$ cat config.mk
export PLATFORM = sky130hd
export DESIGN_NAME = instr_fetch
export DESIGN_NICKNAME = d
export VERILOG_FILES = /design/src/rtl/fetch_pkg.sv /design/src/rtl/fetch_pc.sv /design/src/rtl/instr_fetch.sv
export SDC_FILE = /design/constraint.sdc
export NUM_CORES = 1
export LEC_CHECK = 0
export CAP_MARGIN = 0
export CORE_ASPECT_RATIO = 1.1
export CORE_MARGIN = 2
export CORE_UTILIZATION = 38
export CTS_CLUSTER_SIZE = 30
export DETAILED_ROUTE_END_ITERATION = 10
export HOLD_SLACK_MARGIN = 0.02
export PLACE_DENSITY = 0.85
export SYNTH_ARGS = -nofsm -noshare
export SYNTH_HDL_FRONTEND = slang
export SYNTH_SLANG_ARGS = --single-unit
export TNS_END_PERCENT = 100
$ cat constraint.sdc
create_clock -name clk -period 6.3 [get_ports clk]
set_clock_uncertainty 0.1 [all_clocks]
set_input_delay 1.26 -clock clk [delete_from_list [all_inputs] [get_ports clk]]
set_output_delay 1.26 -clock clk [all_outputs]
set_load 0.05 [all_outputs]
$ cat src/rtl/fetch_pkg.sv
// fetch_pkg: shared types and default sizes for the instruction fetch unit.
package fetch_pkg;

  localparam int unsigned DEF_ADDR_W   = 5;
  localparam int unsigned DEF_DATA_W   = 16;
  localparam int unsigned DEF_PROG_LEN = 16;
  localparam int unsigned DEF_RESET_PC = 0;

  typedef enum logic [1:0] {
    IDLE  = 2'd0,
    FETCH = 2'd1,
    HOLD  = 2'd2,
    HALT  = 2'd3
  } fetch_state_t;

endpackage

$ cat src/rtl/fetch_pc.sv
// fetch_pc: program counter with load, increment and wrap at PROG_LEN.
module fetch_pc
  import fetch_pkg::*;
#(
  parameter int unsigned ADDR_W   = DEF_ADDR_W,
  parameter int unsigned PROG_LEN = DEF_PROG_LEN,
  parameter int unsigned RESET_PC = DEF_RESET_PC
) (
  input  logic              clk,
  input  logic              rst,
  input  logic              load,
  input  logic [ADDR_W-1:0] load_addr,
  input  logic              inc,
  output logic [ADDR_W-1:0] pc
);

  localparam logic [ADDR_W-1:0] LAST    = ADDR_W'(PROG_LEN - 1);
  localparam logic [ADDR_W-1:0] RST_VAL = ADDR_W'(RESET_PC);
  localparam logic [ADDR_W-1:0] ONE     = ADDR_W'(1);

  // PC register: load has priority over increment; out-of-range values wrap to 0
  always_ff @(posedge clk or posedge rst) begin
    if (rst) begin
      pc <= RST_VAL;
    end else if (load) begin
      pc <= load_addr;
    end else if (inc) begin
      pc <= (pc >= LAST) ? '0 : pc + ONE;
    end
  end

endmodule

$ cat src/rtl/instr_fetch.sv
// instr_fetch: fetches instructions from a combinational ROM and hands them
// to the decoder with a valid/ready handshake.
// Optional: define INSTR_FETCH_COUNT_EN to add a saturating transfer counter
// on output fetch_cnt.
module instr_fetch
  import fetch_pkg::*;
#(
  parameter int unsigned ADDR_W   = DEF_ADDR_W,
  parameter int unsigned DATA_W   = DEF_DATA_W,
  parameter int unsigned PROG_LEN = DEF_PROG_LEN,
  parameter int unsigned RESET_PC = DEF_RESET_PC
) (
  input  logic              clk,
  input  logic              rst,
  output logic              rom_oe,
  output logic [ADDR_W-1:0] rom_addr,
  input  logic [DATA_W-1:0] rom_data,
  output logic [DATA_W-1:0] instr,
  output logic              instr_valid,
  input  logic              instr_ready,
  input  logic              jump_en,
  input  logic [ADDR_W-1:0] jump_addr,
  input  logic              halt,
  output logic [ADDR_W-1:0] pc
`ifdef INSTR_FETCH_COUNT_EN
  ,
  output logic [15:0]       fetch_cnt
`endif
);

  fetch_state_t state, state_n;
  logic         pc_load;
  logic         pc_inc;
  logic         capture;
  logic         valid_n;
  logic         xfer;

  assign xfer     = instr_valid & instr_ready;
  assign rom_addr = pc;

  fetch_pc #(
    .ADDR_W   (ADDR_W),
    .PROG_LEN (PROG_LEN),
    .RESET_PC (RESET_PC)
  ) u_pc (
    .clk       (clk),
    .rst       (rst),
    .load      (pc_load),
    .load_addr (jump_addr),
    .inc       (pc_inc),
    .pc        (pc)
  );

  // State register
  always_ff @(posedge clk or posedge rst) begin
    if (rst) begin
      state <= IDLE;
    end else begin
      state <= state_n;
    end
  end

  // Next state, PC control, ROM enable; jump beats halt and transfer
  always_comb begin
    state_n = state;
    pc_load = 1'b0;
    pc_inc  = 1'b0;
    capture = 1'b0;
    valid_n = instr_valid;
    rom_oe  = 1'b0;
    case (state)
      IDLE: begin
        if (jump_en) begin
          pc_load = 1'b1;
          valid_n = 1'b0;
          state_n = FETCH;
        end else if (halt) begin
          valid_n = 1'b0;
          state_n = HALT;
        end else begin
          state_n = FETCH;
        end
      end
      FETCH: begin
        rom_oe = 1'b1;
        if (jump_en) begin
          pc_load = 1'b1;
          valid_n = 1'b0;
          state_n = FETCH;
        end else if (halt) begin
          valid_n = 1'b0;
          state_n = HALT;
        end else begin
          capture = 1'b1;
          pc_inc  = 1'b1;
          valid_n = 1'b1;
          state_n = HOLD;
        end
      end
      HOLD: begin
        rom_oe = 1'b1;
        if (jump_en) begin
          pc_load = 1'b1;
          valid_n = 1'b0;
          state_n = FETCH;
        end else if (xfer) begin
          if (halt) begin
            valid_n = 1'b0;
            state_n = HALT;
          end else begin
            capture = 1'b1;
            pc_inc  = 1'b1;
          end
        end
      end
      HALT: begin
        valid_n = 1'b0;
        if (jump_en) begin
          pc_load = 1'b1;
        end else if (!halt) begin
          state_n = FETCH;
        end
      end
      default: begin
        state_n = IDLE;
        valid_n = 1'b0;
      end
    endcase
  end

  // Instruction and valid registers
  always_ff @(posedge clk or posedge rst) begin
    if (rst) begin
      instr       <= '0;
      instr_valid <= 1'b0;
    end else begin
      instr_valid <= valid_n;
      if (capture) begin
        instr <= rom_data;
      end
    end
  end

`ifdef INSTR_FETCH_COUNT_EN
  // Saturating count of accepted transfers; a jump discards the held word
  always_ff @(posedge clk or posedge rst) begin
    if (rst) begin
      fetch_cnt <= '0;
    end else if (xfer && !jump_en && fetch_cnt != '1) begin
      fetch_cnt <= fetch_cnt + 16'd1;
    end
  end
`endif

endmodule

==> qor.csv, run 1 <==
stage,metric,value,unit
global_routing,GRT Util Overall,14.52,%
logic_synthesis,synth top area cells,"dfrtp_1, mux2_2, ha_1, mux2_1, buf_4",
detailed_routing,DR WL/cell,13.43,um
clocking,Sink Count,24,
setup_path,crit path DAT,1.92,ns
floorplanning,DIE AREA,3609,um^2
clocking,postcts setup bufs,0,
floorplanning,Die Wd,57.47,um
clocking,clock slew at reported path FFs,0.12,ns
setup_path,Reg2Reg Depth,5,
clocking,CTS tree,done,
detailed_routing,Vias,967,
placed_design,I/O Buffers,53,
clocking,post-cts sizing count,0,
detailed_routing,DRT Pass-1 Iters,4,
logic_synthesis,Synth cell types,30,
power_and_ir_drop,LEAKAGE,0.7515,nW
placed_design,placed inst area,1712,um^2
logic_synthesis,fraction of the mapped netlist area in adder cells,6.283,%
global_routing,vias in the first global route,1033,
floorplanning,Die H,62.81,um
clocking,Worst-Skew Late Latency,0.30,ns
layout,design area,1734,um^2
placed_design,GP Congestion,0.7640,
timing,Slew Limit Headroom,42.20,%
layout,layout cells sized above 1,9.934,%
global_routing,largest net degree at the start of global routing,25,
timing,fmax,0.3045,GHz
logic_synthesis,synthesized netlist cell count,104,
logic_synthesis,"FFs w/ async S/R, synth",100.0,%
timing,minimum clock period,3.284,ns
detailed_routing,WL final,2.484,mm
timing,fin. max-slew vios,0,
detailed_routing,Via density,5.227,
power_and_ir_drop,PD cells,534.0,nW/um^2
timing,RSZ-0062 raised after global routing,false,
timing,worst slew pin tran,0.8661,ns
setup_path,CP Launch Type,register,
layout,final design utilization,57.39,%
logic_synthesis,Synth Area in Simple Gates,10.68,%
logic_synthesis,Synth Register Bits,24,
worst_hold_path,Hold Crit Depth,1,
setup_path,Worst EP required,4.94,ns
clocking,number of buffers inserted by hold repair at cts,0,
timing,final hold violations,0,
clocking,CTS Root Cell,clkbuf_4,
logic_synthesis,Most used DFF post-synth,dfrtp_1,
logic_synthesis,Synth top cells by count,"dfrtp_1, mux2_2, nand2_1",
logic_synthesis,number of synthesized flops with an enable pin,0,
floorplanning,Top Ports,54,
floorplanning,core area,3022,um^2
timing,setup TNS,0,ns
logic_synthesis,synth warn,0,
layout,Layout area overhead,45.13,%
floorplanning,Rows,21,
layout,nets@finish,185,
clocking,H-Tree Depth,1,
global_routing,first-pass GRT wire length,4.236,mm
run,Max Cap Violations,0,
logic_synthesis,largest family of logic cells by synthesized area,multiplexers,
clocking,total CTS buffers,3,
setup_path,Crit Path Max Fanout,3,
logic_synthesis,Yosys top cell area share,50.26,%
clocking,Clock Tree Buf Depth,2,
logic_synthesis,"Cell Area, Synth",1195,um^2
logic_synthesis,post-synthesis mux area share,16.75,%
setup_path,Setup CP Type,register to output pin,
layout,diode count,0,
floorplanning,Initial Util,39.54,%
global_routing,GRT overflow,0,
logic_synthesis,Synth area leader,dfrtp_1,
logic_synthesis,post-synthesis compound-gate area fraction,9.424,%
timing,final setup violation count,0,
logic_synthesis,Syn Area/Cell,11.49,um^2
logic_synthesis,sequential share of the synthesized area,50.26,%
worst_hold_path,HP Class,register to register,
power_and_ir_drop,total power draw,0.0009261,W
detailed_routing,DRC Markers,0,
status,status,"complete, no violations",
logic_synthesis,syn nets,136,
setup_path,crit end category,output pin,
power_and_ir_drop,VDD IR max,0.0003447,V
logic_synthesis,XOR/XNOR share of the synthesized area,0,%
placed_design,post-DP HPWL,1.952,mm
timing,crit share post-route,52.12,%
detailed_routing,number of DRC markers in iteration 0,18,
logic_synthesis,"count leader, synth",dfrtp_1,
global_routing,antenna violations before repair,0,
detailed_routing,ANT nets after route,0,
-- power breakdown --
group / switching (W) / total (W) / leakage (nW) / internal (W)
Clock: 0.0000402 / 0.0000624 / 0.0138 / 0.0000223
Sequential: 0.0000433 / 0.000265 / 0.289 / 0.000221
Combinational: 0.000379 / 0.000599 / 0.449 / 0.000220
Total: 0.000463 / 0.000926 / 0.752 / 0.000463
-- registers in the layout (all words and copies together), names as in the netlist --
register / cells
u_pc.pc: 5
state: 2
instr_valid: 1
instr: 16
-- final timing paths --
kind                       startpoint          to  slack, ns
max in group asynchronous         rst   instr[10]       4.22
min                         instr[12]   instr[12]       0.40
min reg2reg                 instr[12]   instr[12]       0.40
max reg2reg                  state[0]    instr[4]       3.98
max                          state[0]      rom_oe       3.02
min in group asynchronous         rst  u_pc.pc[4]       1.35
-- worst max-delay path: stages, from the launching register on --
cell and delay, ns:
dfrtp_1 0.40, inv_1 0.09, ha_1 0.33, clkdlybuf4s50_1 0.81
-- cell type report --
type,instances,area (um^2)
Fill cell,237,1287
Sequential cell,24,600.6
Timing Repair Buffer,53,530.5
Multi-Input combinational cell,65,515.5
Tap cell,34,42.54
Clock buffer,3,22.52
Inverter,6,22.52
-- cell families (layout without fill, tap and decap cells) --
| family | count (synthesis) | in the layout |
|---|---|---|
| compound gates | 17 | 17 |
| fa+ha+maj | 6 | 6 |
| flops | 24 | 24 |
| mux | 18 | 18 |
| buf+inv | 15 | 62 |
| simple gates | 24 | 24 |
-- metrics by stage --
step           hold slack (ns)  std cells  setup slack [ns]
2_1_floorplan           0.4633        104             3.849
3_3_place_gp            0.3745        182             2.860
3_5_place_dp            0.3773        182             2.764
4_1_cts                 0.4029        185             2.996
5_1_grt                 0.4291        185             2.964
6_report                0.3977        185             3.016
-- cell usage in the layout (no fill, tap or decap), drive strengths merged --
| cell | Yosys | final |
|---|---|---|
| a211oi | 1 | 1 |
| nor3b | 1 | 1 |
| a22oi | 1 | 1 |
| or2 | 1 | 1 |
| a21oi | 5 | 5 |
| o21ai | 4 | 4 |
| and3 | 3 | 3 |
| a2bb2oi | 1 | 1 |
| nor2 | 3 | 3 |
| mux2i | 2 | 2 |
| inv | 6 | 6 |
| ha | 6 | 6 |
| clkbuf | 2 | 3 |
| nand3 | 2 | 2 |
| nand2 | 8 | 8 |
| a2111oi | 1 | 1 |
| o311ai | 1 | 1 |
| mux2 | 16 | 16 |
| a32o | 1 | 1 |
| or3 | 1 | 1 |
| o31ai | 1 | 1 |
| dfrtp | 24 | 24 |
| clkdlybuf4s50 | 0 | 53 |
| nor2b | 2 | 2 |
| nand3b | 2 | 2 |
| or4b | 1 | 1 |
| a31o | 1 | 1 |
-- layer usage --
| metal | wire length (um) | global-route usage, % | vias to the layer above |
|---|---|---|---|
| met3 | 263 | 4.348 | 2 |
| met5 | 0 | 0 | - |
| met1 | 1012 | 17.35 | 459 |
| met4 | 8 | 4.651 | 0 |
| met2 | 1199 | 24.57 | 46 |
| li1 | - | - | 460 |
Power figures use the tool's default switching activity.
==> run 2, diff against run 1 <==
- clock period: 6.3 -> 3.4 ns (I/O delays scaled with it)
==> qor.csv, run 2 (same netlist as run 1, synthesis figures left out) <==
stage,metric,value,unit
floorplanning,Top Ports,54,
detailed_routing,DRC Markers,0,
layout,max reg flops,16,
layout,Layout area overhead,46.91,%
timing,Worst Hold Margin,0.4071,ns
clocking,H-Tree Depth,1,
layout,Biggest register,instr,
clocking,total CTS buffers,3,
placed_design,placed inst area,1719,um^2
setup_path,Buf/Inv on CP,2,
layout,layout cells sized above 1,11.11,%
layout,nets@finish,186,
detailed_routing,Vias,972,
power_and_ir_drop,total power draw,0.001756,W
setup_path,"reg-to-reg slack, setup",1.15,ns
clocking,CTS Root Cell,clkbuf_4,
clocking,Worst-Skew Late Latency,0.32,ns
setup_path,Crit Path Max Fanout,3,
setup_path,critical-path cell list,inv_1 > ha_1 > clkdlybuf4s50_1,
timing,setup TNS,0,ns
clocking,number of buffers inserted by hold repair at cts,0,
setup_path,reg2reg start,u_pc.pc[0],
setup_path,reg2reg end,u_pc.pc[2],
setup_path,CP Launch Type,register,
worst_hold_path,Hold Path End,instr[14],
worst_hold_path,HP Class,register to register,
floorplanning,DIE AREA,3609,um^2
global_routing,GRT Util Overall,15.31,%
clocking,postcts setup bufs,0,
layout,most frequent cells in the layout,"clkdlybuf4s50_1, dfrtp_1, mux2_2, nand2_1",
global_routing,vias in the first global route,1036,
timing,final hold violations,0,
setup_path,Crit-path slowest cell,clkdlybuf4s50_1,
layout,design area,1755,um^2
layout,final design utilization,58.10,%
placed_design,I/O Buffers,53,
timing,crit share post-route,79.32,%
floorplanning,Die Wd,57.47,um
floorplanning,Die H,62.81,um
floorplanning,Initial Util,39.54,%
clocking,post-cts sizing count,0,
placed_design,GP Congestion,0.7488,
timing,fin. max-slew vios,0,
detailed_routing,number of DRC markers in iteration 0,23,
power_and_ir_drop,VDD IR max,0.0006675,V
setup_path,worst stage delay on the critical path,0.81,ns
detailed_routing,ANT nets after route,0,
run,Max Cap Violations,0,
layout,diode count,0,
global_routing,antenna violations before repair,0,
layout,Top Registers,"instr: 16 flops, u_pc.pc: 5 flops, state: 2 flops",
setup_path,Top Family by Delay on Critical Path,buffers and inverters,
floorplanning,Rows,21,
worst_hold_path,Hold Crit Depth,1,
detailed_routing,WL final,2.626,mm
setup_path,crit end category,output pin,
power_and_ir_drop,LEAKAGE,0.7641,nW
layout,"most common cell after layout, fill and taps aside",clkdlybuf4s50_1,
clocking,CTS tree,done,
global_routing,GRT overflow,0,
detailed_routing,DRT Pass-1 Iters,4,
global_routing,largest net degree at the start of global routing,25,
status,status,"complete, no violations",
setup_path,Reg2Reg Depth,6,
placed_design,post-DP HPWL,2.047,mm
clocking,clock slew at reported path FFs,0.13,ns
timing,worst slew pin tran,0.8861,ns
timing,final setup violation count,0,
setup_path,Setup CP Type,register to output pin,
timing,minimum clock period,2.697,ns
clocking,Clock Tree Buf Depth,2,
setup_path,Worst EP required,2.62,ns
detailed_routing,DR WL/cell,14.04,um
timing,RSZ-0062 raised after global routing,false,
layout,filler cell count,241,
timing,fmax,0.3708,GHz
power_and_ir_drop,PD cells,1000,nW/um^2
clocking,Sink Count,24,
detailed_routing,Via density,5.198,
worst_hold_path,Hold Startpoint,instr[14],
global_routing,first-pass GRT wire length,4.360,mm
floorplanning,core area,3022,um^2
setup_path,crit path DAT,1.92,ns
timing,Slew Limit Headroom,40.86,%
run 2: cell types whose count changed in the layout (fill, tap and decap cells not counted), sizes merged:
cell    previous run  this run
clkbuf             3         4
buf                0         1
run 2: layer usage:
layer	GRT usage (%)	part of all wire [%]	up-vias
li1	-	-	459
met1	17.31	41	468
met2	25.99	50	41
met3	4.348	8.2	4
met4	7.267	1.3	0
met5	0	0	-
run 2: through the flow:
step	setup WS (ns)	std cells
global placement	0.8589	183
finish	0.7032	187
CTS	0.6699	187
detailed placement	0.8355	183
floorplan	1.009	104
global route	0.6186	187
run 2: power by group:
part           internal, W  switching [W]  total, W
sequential        0.000410      0.0000829  0.000493
clock            0.0000654      0.0000841  0.000150
combinational     0.000410       0.000703   0.00111
total             0.000886       0.000870   0.00176
run 2: worst max path at each step:
stage               startpoint  cells after the start    endpoint  slack [ns]
floorplan           u_pc.pc[0]                      7  u_pc.pc[2]        1.01
global placement       jump_en                      4  u_pc.pc[2]        0.86
detailed placement     jump_en                      4  u_pc.pc[2]        0.84
CTS                   state[1]                      3      rom_oe        0.67
global route          state[0]                      3      rom_oe        0.62
finish                state[1]                      3      rom_oe        0.70
run 2: area by class of cell:
cell class	instances	area, um^2	area share [%]
Multi-Input combinational cell	65	515.5	29.37
Clock buffer	4	36.28	2.067
Timing Repair Buffer	54	538.0	30.65
Sequential cell	24	600.6	34.21
Tap cell	34	42.54	2.423
Inverter	6	22.52	1.283
